[config.mk]
export PLATFORM = sky130hd
export DESIGN_NAME = ramdata_arbiter
export DESIGN_NICKNAME = d
export VERILOG_FILES = /design/src/rtl/ramdata_arbiter.sv
export SDC_FILE = /design/constraint.sdc
export NUM_CORES = 1
export LEC_CHECK = 0
export ABC_AREA = 1
export BUFFER_PORTS_ARGS = -buffer_cell sky130_fd_sc_hd__buf_2
export CORE_MARGIN = 2
export CORE_UTILIZATION = 37
export DETAILED_ROUTE_END_ITERATION = 10
export HOLD_SLACK_MARGIN = 0.05
export PLACE_DENSITY = 0.76
export SLEW_MARGIN = 10
export SYNTH_ARGS = -nofsm -noshare
export SYNTH_HDL_FRONTEND = slang
export SYNTH_SLANG_ARGS = --single-unit
[constraint.sdc]
create_clock -name clk -period 2.5 [get_ports clk]
set_input_delay 0.5 -clock clk [delete_from_list [all_inputs] [get_ports clk]]
set_output_delay 0.5 -clock clk [all_outputs]
set_load 0.02 [all_outputs]
[src/rtl/ramdata_arbiter.sv]
// ramdata_arbiter: shares one ramdata (one write port, one registered read
// port) between NUM_REQ round-robin readers and a single always-winning writer.
// A read that hits the address being written in the same cycle is held off one
// cycle so it returns post-write data. Each response carries the requester ID.
// The en/busy handshake lets the RAM be quiesced between LSTM time steps.
// Optional macro RSP_REG_EN adds one register stage on the response path.
// That stage makes the read latency 2 cycles and stretches DRAIN to 2 cycles.
module ramdata_arbiter #(
    parameter int NUM_REQ = 4,
    parameter int ADDR_W  = 4,
    parameter int DATA_W  = 8,
    parameter int ID_W    = 2
) (
    input  logic                      clk,
    input  logic                      rst_n,
    input  logic                      en,
    output logic                      busy,
    input  logic [NUM_REQ-1:0]        rd_req,
    input  logic [NUM_REQ*ADDR_W-1:0] rd_addr,
    output logic [NUM_REQ-1:0]        rd_gnt,
    output logic                      rsp_valid,
    output logic [ID_W-1:0]           rsp_id,
    output logic [DATA_W-1:0]         rsp_data,
    input  logic                      wr_req,
    input  logic [ADDR_W-1:0]         wr_addr,
    input  logic [DATA_W-1:0]         wr_data,
    output logic                      wr_ack,
    output logic                      ram_cs,
    output logic                      ram_wr_en,
    output logic [ADDR_W-1:0]         ram_wr_addr,
    output logic [DATA_W-1:0]         ram_wr_data,
    output logic                      ram_rd_en,
    output logic [ADDR_W-1:0]         ram_rd_addr,
    input  logic [DATA_W-1:0]         ram_rd_data
);

`ifdef RSP_REG_EN
    localparam int LAT = 2;
`else
    localparam int LAT = 1;
`endif

    typedef enum logic [1:0] {S_IDLE, S_RUN, S_DRAIN} state_t;

    state_t              r_state, w_next;
    logic [ID_W-1:0]     r_rr_ptr;
    logic                r_vld;         // read granted last cycle (in flight)
    logic [ID_W-1:0]     r_id;
    logic                r_drain_left;  // extra DRAIN cycles still owed

    logic                w_run, w_busy, w_found, w_collide, w_grant;
    logic [ID_W-1:0]     w_win, w_ptr_nxt;
    logic [ADDR_W-1:0]   w_win_addr;

    // Outputs are forced quiet while reset is asserted so that an in-flight
    // read never surfaces as a response during the reset cycle.
    assign w_run  = rst_n && (r_state == S_RUN);
    assign w_busy = rst_n && (r_state != S_IDLE);

    // Round-robin search: indices at/after the pointer first, then wrap.
    always_comb begin
        w_found    = 1'b0;
        w_win      = '0;
        w_win_addr = '0;
        for (int i = 0; i < NUM_REQ; i++) begin
            if (!w_found && rd_req[i] && (i >= int'(r_rr_ptr))) begin
                w_found    = 1'b1;
                w_win      = ID_W'(i);
                w_win_addr = rd_addr[i*ADDR_W +: ADDR_W];
            end
        end
        for (int i = 0; i < NUM_REQ; i++) begin
            if (!w_found && rd_req[i] && (i < int'(r_rr_ptr))) begin
                w_found    = 1'b1;
                w_win      = ID_W'(i);
                w_win_addr = rd_addr[i*ADDR_W +: ADDR_W];
            end
        end
    end

    // A same-address write wins; the reader retries next cycle and sees new data.
    assign w_collide = w_found && wr_req && (w_win_addr == wr_addr);
    assign w_grant   = w_run && w_found && !w_collide;
    assign w_ptr_nxt = (w_win == ID_W'(NUM_REQ-1)) ? '0 : w_win + 1'b1;

    // One-hot grant decode of the winner.
    always_comb begin
        rd_gnt = '0;
        for (int i = 0; i < NUM_REQ; i++)
            rd_gnt[i] = w_grant && (w_win == ID_W'(i));
    end

    assign busy        = w_busy;
    assign ram_cs      = w_busy;
    assign wr_ack      = w_run && wr_req;
    assign ram_wr_en   = wr_ack;
    assign ram_wr_addr = wr_ack ? wr_addr : '0;
    assign ram_wr_data = wr_ack ? wr_data : '0;
    assign ram_rd_en   = w_grant;
    assign ram_rd_addr = w_grant ? w_win_addr : '0;

    // State register.
    always_ff @(posedge clk) begin
        if (!rst_n) r_state <= S_IDLE;
        else        r_state <= w_next;
    end

    // Next state: RUN drains only if a read was just launched.
    always_comb begin
        w_next = r_state;
        case (r_state)
            S_IDLE:  if (en) w_next = S_RUN;
            S_RUN:   if (!en) w_next = w_grant ? S_DRAIN : S_IDLE;
            S_DRAIN: if (r_drain_left == 1'b0) w_next = S_IDLE;
            default: w_next = S_IDLE;
        endcase
    end

    // Pointer, in-flight flag, response tag and drain countdown.
    always_ff @(posedge clk) begin
        if (!rst_n) begin
            r_rr_ptr     <= '0;
            r_vld        <= 1'b0;
            r_id         <= '0;
            r_drain_left <= 1'b0;
        end else begin
            r_vld <= w_grant;
            if (w_grant) begin
                r_id     <= w_win;
                r_rr_ptr <= w_ptr_nxt;
            end
            if (r_state == S_RUN && !en && w_grant)
                r_drain_left <= 1'(LAT-1);
            else if (r_state == S_DRAIN && r_drain_left != 1'b0)
                r_drain_left <= r_drain_left - 1'b1;
        end
    end

`ifdef RSP_REG_EN
    logic              r_vld2;
    logic [ID_W-1:0]   r_id2;
    logic [DATA_W-1:0] r_data2;

    // Extra response register stage.
    always_ff @(posedge clk) begin
        if (!rst_n) begin
            r_vld2  <= 1'b0;
            r_id2   <= '0;
            r_data2 <= '0;
        end else begin
            r_vld2  <= r_vld;
            r_id2   <= r_id;
            r_data2 <= r_vld ? ram_rd_data : '0;
        end
    end

    assign rsp_valid = rst_n && r_vld2;
    assign rsp_id    = r_id2;
    assign rsp_data  = r_data2;
`else
    assign rsp_valid = rst_n && r_vld;
    assign rsp_id    = r_id;
    assign rsp_data  = r_vld ? ram_rd_data : '0;
`endif

endmodule

==> results.md, run 1 <==
- Root Buffer: clkbuf_4
- Final nets: ~380
- Reg2Reg Launch Point: r_rr_ptr[1]
- Crit-path max FO: 6
- Hold WC Path Type: flop to flop
- DRT antenna net count: 0
- Rows: 20
- Global-route usage over all layers: 22.1%
- Setup violators final: 9
- Mapped Nets: roughly 260
- Max transition margin: 70.4%
- CP arrival: approximately 2300 ps
- Netlist cell types: 27
- Routability congestion estimate: ~0.8
- DP Wirelength: 2740 um
- Total gr overflow: 0
- Die area: 3560 um^2
- Initial DRC Count: 33
- Final WS setup: -255 ps
- PD cells: ~270 nW/um^2
- Number of global-route vias before repair: 1531
- Synth area leader: nand2_1
- Layout cells sized above 1: 48.3%
- CTS tree: built
- Max Cap Viol: 0
- Drt total wl: 3710 um
- Crit path from: r_rr_ptr[1]
- Tcrit/Tclk final: 110%
- Worst R2R End: r_rr_ptr[0]
- Fill cell total of the finished layout: 292
- Clock Sink Count: 8
- Fin. Hold Viols: 0
- #FFs+latches synth: 8
- Slew Viols, Final: 0
- Core ar.: between 3000 and 4000 um^2
- First-pass iteration count of the detailed router: 4
- Status: complete, but fails checks
- Ys Warns: 0
- H-tree levels: 1
- Maximum VDD drop: 0.200 mV
- Post-route minimum period: 2750 ps
- Sequential fraction of the synthesis area: around 14%
- Drt drc: 0
- PortBufs: 79
- Io pins: 80
- Worst slew pin tran: 444 ps
- Setup TNS: -2220 ps
- Clock slew at reported path FFs: 50 ps
- Vias/cell: 4.58
- Yosys top cell area share: approximately 18%
- Vias: 1649
- Synth area leaders: nand2_1, inv_1, dfxtp_1, nor2_1, nand3_1
- RSZ-0062 raised after global routing: true
- Hold_sp: rsp_id[1]
- Crit path launch type: flop
- Critical Path End Type: primary output
- Syn-to-layout area delta: 82.1%
- Largest net degree at the start of global routing: 14
- Starting Density: 38.1%
- WHS: 478 ps
- Skew-Pair Late Insertion Delay: 250 ps
- Post-Syn Area: 1140 um^2
- Clock buffer depth: 2
- Antenna violations before repair: 0
- Total CTS buffers: 3
- Cells after Synth: 216
- Drt wl/cell: 10.3 um
- Lkg Pwr: 1.31 nW
- Die X: 59.6 um
- Worst Setup EP: rd_gnt[3]
- CP required: 2000 ps
- R2R depth: 20
- Diode count: 0
- Layout Skew: approximately 1.1 ps
- Cts hold-fix bufs: 0
- Crit Path Class: flop to primary output
- Tot Pwr: 0.000564 W
- Post-Syn Area per Cell: 5.30 um^2
- Die Span Y: 59.6 um
- Reg2reg setup slack: 230 ps
- F_max: 363 MHz
- First-pass GRT wire length: 6170 um
- Failing checks: setup timing
==> cells in the mapped netlist <==
cell type  count
inv_2          3
or2_1          2
nand2_1       54
nor3_1         2
nor2_8         1
nand3_4        2
a21oi_1        4
nor2_1        37
a21boi_2       1
nor2_2         4
a21oi_2        1
inv_1         52
o21ai_0        1
buf_6          1
nand4_1        3
buf_2          1
and3_1         1
nor2_4         1
or2_0          1
nand2_2        4
clkbuf_1       2
nand3_1       21
ha_1           4
nand2_4        2
o21ai_1        1
buf_4          2
dfxtp_1        8
==> worst min-delay path by stage <==
stage	cells past startpoint	end
6_report	2	rsp_id[1]
5_1_grt	2	r_state[0]
4_1_cts	2	rsp_id[1]
3_5_place_dp	2	rsp_id[1]
3_3_place_gp	2	rsp_id[1]
2_1_floorplan	2	r_rr_ptr[0]
==> cells in the final DEF, fill, tap and decap left out, types with 3 or more instances in the layout <==
| cell type | instances |
|---|---|
| a21oi_4 | 3 |
| buf_2 | 70 |
| nor2_1 | 32 |
| clkbuf_4 | 3 |
| nand2_1 | 45 |
| nand2_2 | 9 |
| buf_4 | 31 |
| nand2_4 | 4 |
| nand4_1 | 3 |
| nor2_4 | 9 |
| nand2_8 | 3 |
| dfxtp_1 | 6 |
| buf_6 | 11 |
| ha_1 | 4 |
| or2_1 | 3 |
| inv_1 | 52 |
| nand3_1 | 19 |
| nand3_4 | 3 |
==> final cells by class <==
cell class	instances	area, um^2	share of cell area, %
multi-input combinational	149	937	45.0
timing repair buffer	112	707	33.9
inverter	55	209	10.0
sequential	8	168	8.04
tap	33	41.3	1.98
clock buffer	3	22.5	1.08
==> critical path, stage by stage, from the launching register on <==
cell and delay (ps):
dfxtp_4 360, nor2_4 180, nand2_8 80, nand2_4 100, nor2_8 60, buf_4 130
nand3_1 70, nand2_1 60, inv_1 50, nand2_1 60, nand2_2 90, nand2_2 60
nand2_2 60, nand2_2 60, nor2_4 90, nand3_4 140, nand2_8 160, nor2_4 50
buf_6 120
==> report_power, final <==
part / total [W] / leakage, nW / internal [W] / switching [W]
Clock: 0.0000970 / 0.0138 / 0.0000548 / 0.0000422
Sequential: 0.000139 / 0.0668 / 0.000132 / 0.00000662
Combinational: 0.000329 / 1.23 / 0.000147 / 0.000181
==> cells by family (layout without fill, tap and decap cells) <==
group / after synthesis / count (layout) / synth area share [%]
and+or+nand+nor: 135 / 137 / 55.8
buffers and inverters: 61 / 170 / 21.4
AOI/OAI and AO/OA: 8 / 8 / 4.37
DFF: 8 / 8 / 14.0
adders and majority gates: 4 / 4 / 4.37
==> registers in the layout (all words and copies together), names as in the netlist <==
signal and cells:
r_drain_left 1, r_rr_ptr 2, r_state 2, r_vld 1, rsp_id 2
==> metal layers <==
metal | part of all wire (%) | track usage, % | wire [um] | vias to the layer above
li1 | - | - | - | 859
met1 | 41 | 25.6 | 1530 | 707
met2 | 51 | 41.6 | 1880 | 73
met3 | 6.2 | 2.18 | 228 | 10
met4 | 1.8 | 7.30 | 65 | 0
met5 | 0 | 0 | 0 | -
==> through the flow <==
stage	cells	setup WS [ps]	cell area, um^2	utilization, %
floorplan	216	-69.6	1280	-
global placement	348	-262	1850	61.5
detailed placement	348	-291	1850	61.5
CTS	359	-258	2040	68.0
global route	360	-414	2080	69.4
finish	360	-255	2080	69.4
==> what timing repair did <==
action | 4_1_cts | 5_1_grt
endpoints found under the setup margin | 9 | 12
pin swaps | 18 | 17
gates cloned | 2 | 0
setup buffers | 6 | 1
resized for setup | 30 | 12
Note: power is estimated with default switching activity, not from simulation.
==> run 2: changes to the inputs <==
Settings changed: SETUP_SLACK_MARGIN from default to 0.2.
==> run 2 against run 1 <==
Compared with the run above:
- register-to-register slack improved by 20 ps
- largest power group unchanged
- non-clock buffer count did not move
- critical path depth fell by 1
- worst hold slack improved by 4.4 ps
- the run still ends with setup timing left
- clock-buffer cell count did not move
- cell area rose by 1.1%
- critical path type unchanged
- flip-flop and latch count did not move
- wire length rose by 2.6%
- combinational power rose by 1%
- clock power barely moved
- die area did not move
- first-iteration DRC count did not move
==> results.md, run 2 (synthesized netlist as in run 1, its figures left out) <==
- Status: complete, but fails checks
- Failing checks: setup timing
- Cts hold-fix bufs: 0 (unchanged)
- DRT antenna net count: 0 (unchanged)
- DR WL met3: 254 um (+11%)
- WHS Path Cells: 2 (unchanged)
- Lkg Pwr: 1.32 nW (+0.60%)
- CP Cell Sequence: nor2_4 -> nand2_8 -> nand2_4 -> nor2_8 -> buf_4 -> nand3_1 -> nand2_1 -> inv_1 -> nand2_1 -> nand2_2 -> nand3_1 -> nand2_2 -> nor2_4 -> nand3_4 -> nand2_8 -> a21oi_4 -> buf_6
- Crit Path Class: flop to primary output
- Slowest-stage cell, CP: dfxtp_4
- Total CTS buffers: 3 (unchanged)
- Hold WC Path Type: flop to flop
- Crit path from: r_rr_ptr[1]
- First-pass GRT wire length: 6170 um (unchanged)
- Tot Pwr: 0.000570 W (+0.92%)
- DR WL met2: 1920 um (+2.2%)
- Setup violators final: 9 (unchanged)
- R2R depth: 20 (unchanged)
- Maximum VDD drop: 0.199 mV (-0.45%)
- CP required: 2000 ps (about the same)
- Final WS setup: -259 ps (-4.23 ps)
- Crit-path max FO: 6 (unchanged)
- CTS tree: built
- Number of global-route vias before repair: 1531 (unchanged)
- Final Util: 70.2% (+0.79 points)
- Post-route minimum period: 2760 ps (+4.23 ps)
- Most common cell after layout, fill and taps aside: buf_2
- H-tree levels: 1 (unchanged)
- DP Worst Slack: -291 ps (unchanged)
- Die X: 59.6 um (unchanged)
- CP delay by family, top: simple AND/OR/NAND/NOR gates
- Worst Setup EP: ram_rd_addr[0]
- Vias/cell: 4.59 (+0.12%)
- Global-route usage over all layers: 22.1% (unchanged)
- Drt wl/cell: 10.6 um (+2.6%)
- WHS: 483 ps (+4.38 ps)
- Largest net degree at the start of global routing: 14 (unchanged)
- Syn-to-layout area delta: 84.2%
- Final nets: 377 (unchanged)
- Layout Skew: 0.493 ps (-0.616 ps)
- Root Buffer: clkbuf_4
- Worst slew pin tran: 444 ps (+0.0988 ps)
- Rows: 20 (unchanged)
- Fin. Hold Viols: 0 (unchanged)
- Layout cells sized above 1: 49.2% (+0.92 points)
- Die Span Y: 59.6 um (unchanged)
- PortBufs: 79 (unchanged)
- PD cells: 270 nW/um^2 (-0.22%)
- Io pins: 80 (unchanged)
- Drt drc: 0 (unchanged)
- Antenna violations before repair: 0 (unchanged)
- Slew Viols, Final: 0 (unchanged)
- Max Cap Viol: 0 (unchanged)
- Die area: 3560 um^2 (unchanged)
- Max transition margin: 70.3% (about the same)
- Highest routed layer: met4
- Clock buffer depth: 2 (unchanged)
- DP Wirelength: 2740 um (unchanged)
- Reg2Reg Launch Point: r_rr_ptr[1]
- F_max: 362 MHz (-0.15%)
- CP arrival: 2260 ps (about the same)
- Fill cell total of the finished layout: 282 (-3.4%)
- First-pass iteration count of the detailed router: 4 (unchanged)
- Tcrit/Tclk final: 110% (+0.17 points)
- Crit-path max cell delay: 360 ps (about the same)
- Vias: 1651 (+0.12%)
- Core ar.: 3000 um^2 (unchanged)
- Initial DRC Count: 33 (unchanged)
- Clock slew at reported path FFs: 50 ps (about the same)
- Skew-Pair Late Insertion Delay: 250 ps (about the same)
- Worst path buffer plus inverter count: 3 (unchanged)
- Total gr overflow: 0 (unchanged)
- Worst R2R End: r_rr_ptr[0]
- RSZ-0062 raised after global routing: true
- Critical path depth in cells: 17 (-1)
- Drt total wl: 3800 um (+2.6%)
- Critical Path End Type: primary output
- Crit path launch type: flop
- M1 wire length: 1550 um (+1.2%)
- Starting Density: 38.1% (unchanged)
- Routability congestion estimate: 0.798 (unchanged)
- Commonest non-fill, non-tap cells in the layout: buf_2, inv_1, nand2_1
- Reg2reg setup slack: 250 ps (+20 ps)
- Clock Sink Count: 8 (unchanged)
- Diode count: 0 (unchanged)
run 2: changes by cell type in the layout (fill, tap and decap cells not counted):
cell     delta
buf_4       -3
buf_6       +3
nor2_1      -2
nand2_1     -1
nand2_2     +1
nor2_2      +1
nor2_4      +1
run 2: area by class of cell:
type	count	area (um^2)	share of cell area, %
multi-input cells	149	950	45.0
repair buffers	112	718	34.1
inverters	55	209	9.91
flip-flops and latches	8	168	7.95
well taps	33	41.3	1.96
clock buffers	3	22.5	1.07
run 2: tightest hold or removal path, cell delays in order (launching register included):
cell and delay, ps:
dfxtp_1 340, nor2_2 40, nor2_1 70
run 2: where the power goes:
group	switching, W	internal [W]
combinational	0.000183	0.000150
clock	0.0000421	0.0000548
sequential	0.00000701	0.000132
total	0.000233	0.000337
run 2: worst min-delay path by stage:
stage / start / endpoint / slack [ps]
after floorplan: r_rr_ptr[0] / r_rr_ptr[0] / 470
after detailed placement: rsp_id[1] / rsp_id[1] / 460
final: rsp_id[1] / rsp_id[1] / 480
after global routing: rsp_id[1] / rsp_id[1] / 510
after CTS: rsp_id[1] / rsp_id[1] / 470
after global placement: rsp_id[1] / rsp_id[1] / 460
run 2: routing by layer:
layer / track usage, % / vias up
met1: 25.6 / 709
met2: 41.6 / 73
met5: 0 / -
met3: 2.18 / 11
met4: 7.30 / 0
li1: - / 858
run 2: repair_timing:
| item | 4_1_cts | 5_1_grt |
|---|---|---|
| pin swaps | 18 | 17 |
| setup endpoints to repair | 13 | 16 |
| cloned | 2 | 0 |
| hold endpoints to repair | 0 | 0 |
| resized for setup | 30 | 19 |
| setup buffers | 6 | 1 |
run 2: metrics by stage:
stage          setup TNS [ps]  cell area (um^2)  instances
6_report                -2260              2110        360
5_1_grt                 -3580              2110        360
4_1_cts                 -2250              2040        359
3_5_place_dp            -2530              1850        348
3_3_place_gp            -2210              1850        348
2_1_floorplan            -534              1280        216
==> run 3: changes to the inputs <==
Settings changed: CORE_ASPECT_RATIO from default to 1.2.
==> run 3 against run 2 <==
Compared with the run above:
- clock-buffer cell count unchanged
- largest power group unchanged
- the flow still finishes with violations (setup timing)
- total power rose by 0.38%
- via count grew 0.73%
==> results.md, run 3 (synthesized netlist as in run 1, its figures left out) <==
- Vias: 1663 (+0.73%)
- Reg2reg setup slack: 100 ps (-150 ps)
- Fin. Hold Viols: 0 (unchanged)
- Total area of sequential cells: 165 um^2 (-1.5%)
- Final nets: 375 (-0.53%)
- Drt drc: 0 (unchanged)
- WHS Path Cells: 2 (unchanged)
- Root Buffer: clkbuf_4
- Fill cell total of the finished layout: 274 (-2.8%)
- Hold WC Path Type: flop to flop
- CP arrival: 2270 ps (about the same)
- Max transition margin: 72.4% (+2.1 points)
- Die X: 54.8 um (-8.1%)
- Critical Path End Type: primary output
- First-pass iteration count of the detailed router: 4 (unchanged)
- Final WS setup: -274 ps (-14.7 ps)
- Tcrit/Tclk final: 111% (+0.59 points)
- Placed cells: 348 (unchanged)
- Final Util: 70.7% (+0.48 points)
- Reg2Reg Launch Point: r_rr_ptr[1]
- Die Span Y: 64.9 um (+8.9%)
- Rows: 22 (+10%)
- Clock buffer depth: 2 (unchanged)
- Total gr overflow: 0 (unchanged)
- RSZ-0062 raised after global routing: true
- CP Cell Sequence: inv_2 -> nand2_4 -> nand2_8 -> nor2_8 -> nand3_4 -> or2_1 -> nand2_2 -> nand2_1 -> nand2_1 -> nand2_1 -> nor2_2 -> nand3_4 -> nand2_8 -> inv_4 -> buf_6
- Slew Viols, Final: 0 (unchanged)
- Setup violators final: 9 (unchanged)
- CP required: 2000 ps (about the same)
- Layout cells sized above 1: 49.8% (+0.61 points)
- Hold_sp: rsp_id[0]
- Maximum VDD drop: 0.201 mV (+1.3%)
- Crit Path Class: flop to primary output
- Clock slew at reported path FFs: 50 ps (about the same)
- Skew-Pair Late Insertion Delay: 260 ps (about the same)
- Global-route usage over all layers: 21.0% (-1.0 points)
- Starting Density: 38.2% (about the same)
- R2R depth: 19 (-5.0%)
- Initial DRC Count: 27 (-18%)
- Number of global-route vias before repair: 1468 (-4.1%)
- Clock Sink Count: 8 (unchanged)
- Crit-path max cell delay: 400 ps (+40 ps)
- Fin cells: 361 (+0.28%)
- Drt wl/cell: 10.4 um (-1.1%)
- Syn-to-layout area delta: 85.2%
- Post-route minimum period: 2770 ps (+14.7 ps)
- H-tree levels: 1 (unchanged)
- Most Frequent Cell on Critical Path: nand2_1
- Vias/cell: 4.61 (+0.45%)
- Routability congestion estimate: 0.847 (+6.1%)
- Multi-input gate area: 968 um^2 (+2.0%)
- PD cells: 270 nW/um^2 (-0.21%)
- Total CTS buffers: 3 (unchanged)
- Lkg Pwr: 1.31 nW (-0.50%)
- Crit path from: r_rr_ptr[1]
- First-pass GRT wire length: 5760 um (-6.6%)
- Die area: 3560 um^2 (about the same)
- F_max: 361 MHz (-0.53%)
- Worst slew pin tran: 413 ps (-31.0 ps)
- DRT antenna net count: 0 (unchanged)
- Largest net degree at the start of global routing: 14 (unchanged)
- Crit-path max FO: 5 (-1)
- Max Cap Viol: 0 (unchanged)
- DP Wirelength: 2840 um (+3.5%)
- Io pins: 80 (unchanged)
- Commonest non-fill, non-tap cells in the layout: buf_2, inv_1, nand2_1
- Slowest-stage cell, CP: dfxtp_4
- Diode count: 0 (unchanged)
- Tot Pwr: 0.000572 W (+0.38%)
- Antenna violations before repair: 0 (unchanged)
- Status: complete, but fails checks
- PortBufs: 79 (unchanged)
- Core ar.: 3000 um^2 (about the same)
- CTS tree: built
- Drt total wl: 3770 um (-0.79%)
- Most common cell after layout, fill and taps aside: buf_2
- Crit path launch type: flop
- Layout Skew: 1.64 ps (+1.15 ps)
- Failing checks: setup timing
==> run 3: critical path: cells and delay by family, from the launching register on <==
kind | cells | cell delay [ps]
buf+inv | 3 | 230
flops | 1 | 400
simple gates | 12 | 1390
==> run 3: layer usage <==
layer / vias to the layer above / track usage [%] / routed length, um
met2: 72 / 37.5 / 1900
met5: - / 0 / 0
met1: 725 / 24.8 / 1550
met3: 7 / 2.07 / 261
li1: 859 / - / -
met4: 0 / 7.19 / 58
==> run 3: final cells by class <==
type	instances	share of cell area (%)
Clock buffer	3	1.06
Inverter	55	9.85
Multi-Input combinational cell	149	45.7
Sequential cell	8	7.79
Tap cell	36	2.12
Timing Repair Buffer	110	33.5
==> run 3: path summary, 6_finish.rpt <==
| check | end |
|---|---|
| max | ram_rd_en |
| min | rsp_id[0] |
| min reg2reg | rsp_id[0] |
| max reg2reg | r_rr_ptr[0] |
==> run 3: metrics by stage <==
stage | setup WS, ps | area [um^2] | setup TNS (ps) | hold WS, ps
final | -274 | 2120 | -2380 | 478
after global placement | -210 | 1830 | -1820 | 447
after floorplan | -69.6 | 1280 | -534 | 473
after CTS | -254 | 2010 | -2250 | 478
after detailed placement | -264 | 1830 | -2280 | 453
after global routing | -416 | 2120 | -3680 | 496
==> run 3: what timing repair did <==
| item | 4_1_cts | 5_1_grt |
|---|---|---|
| hold buffers | 0 | 0 |
| setup buffers | 4 | 4 |
| resized for setup | 30 | 24 |
| pin swaps | 19 | 21 |
| endpoints found under the setup margin | 13 | 14 |
| gates cloned | 2 | 0 |
==> run 3: power breakdown <==
part	internal, W	total, W	switching (W)
Sequential	0.000133	0.000140	0.00000731
Clock	0.0000552	0.000103	0.0000482
Combinational	0.000146	0.000328	0.000182
Total	0.000334	0.000572	0.000238
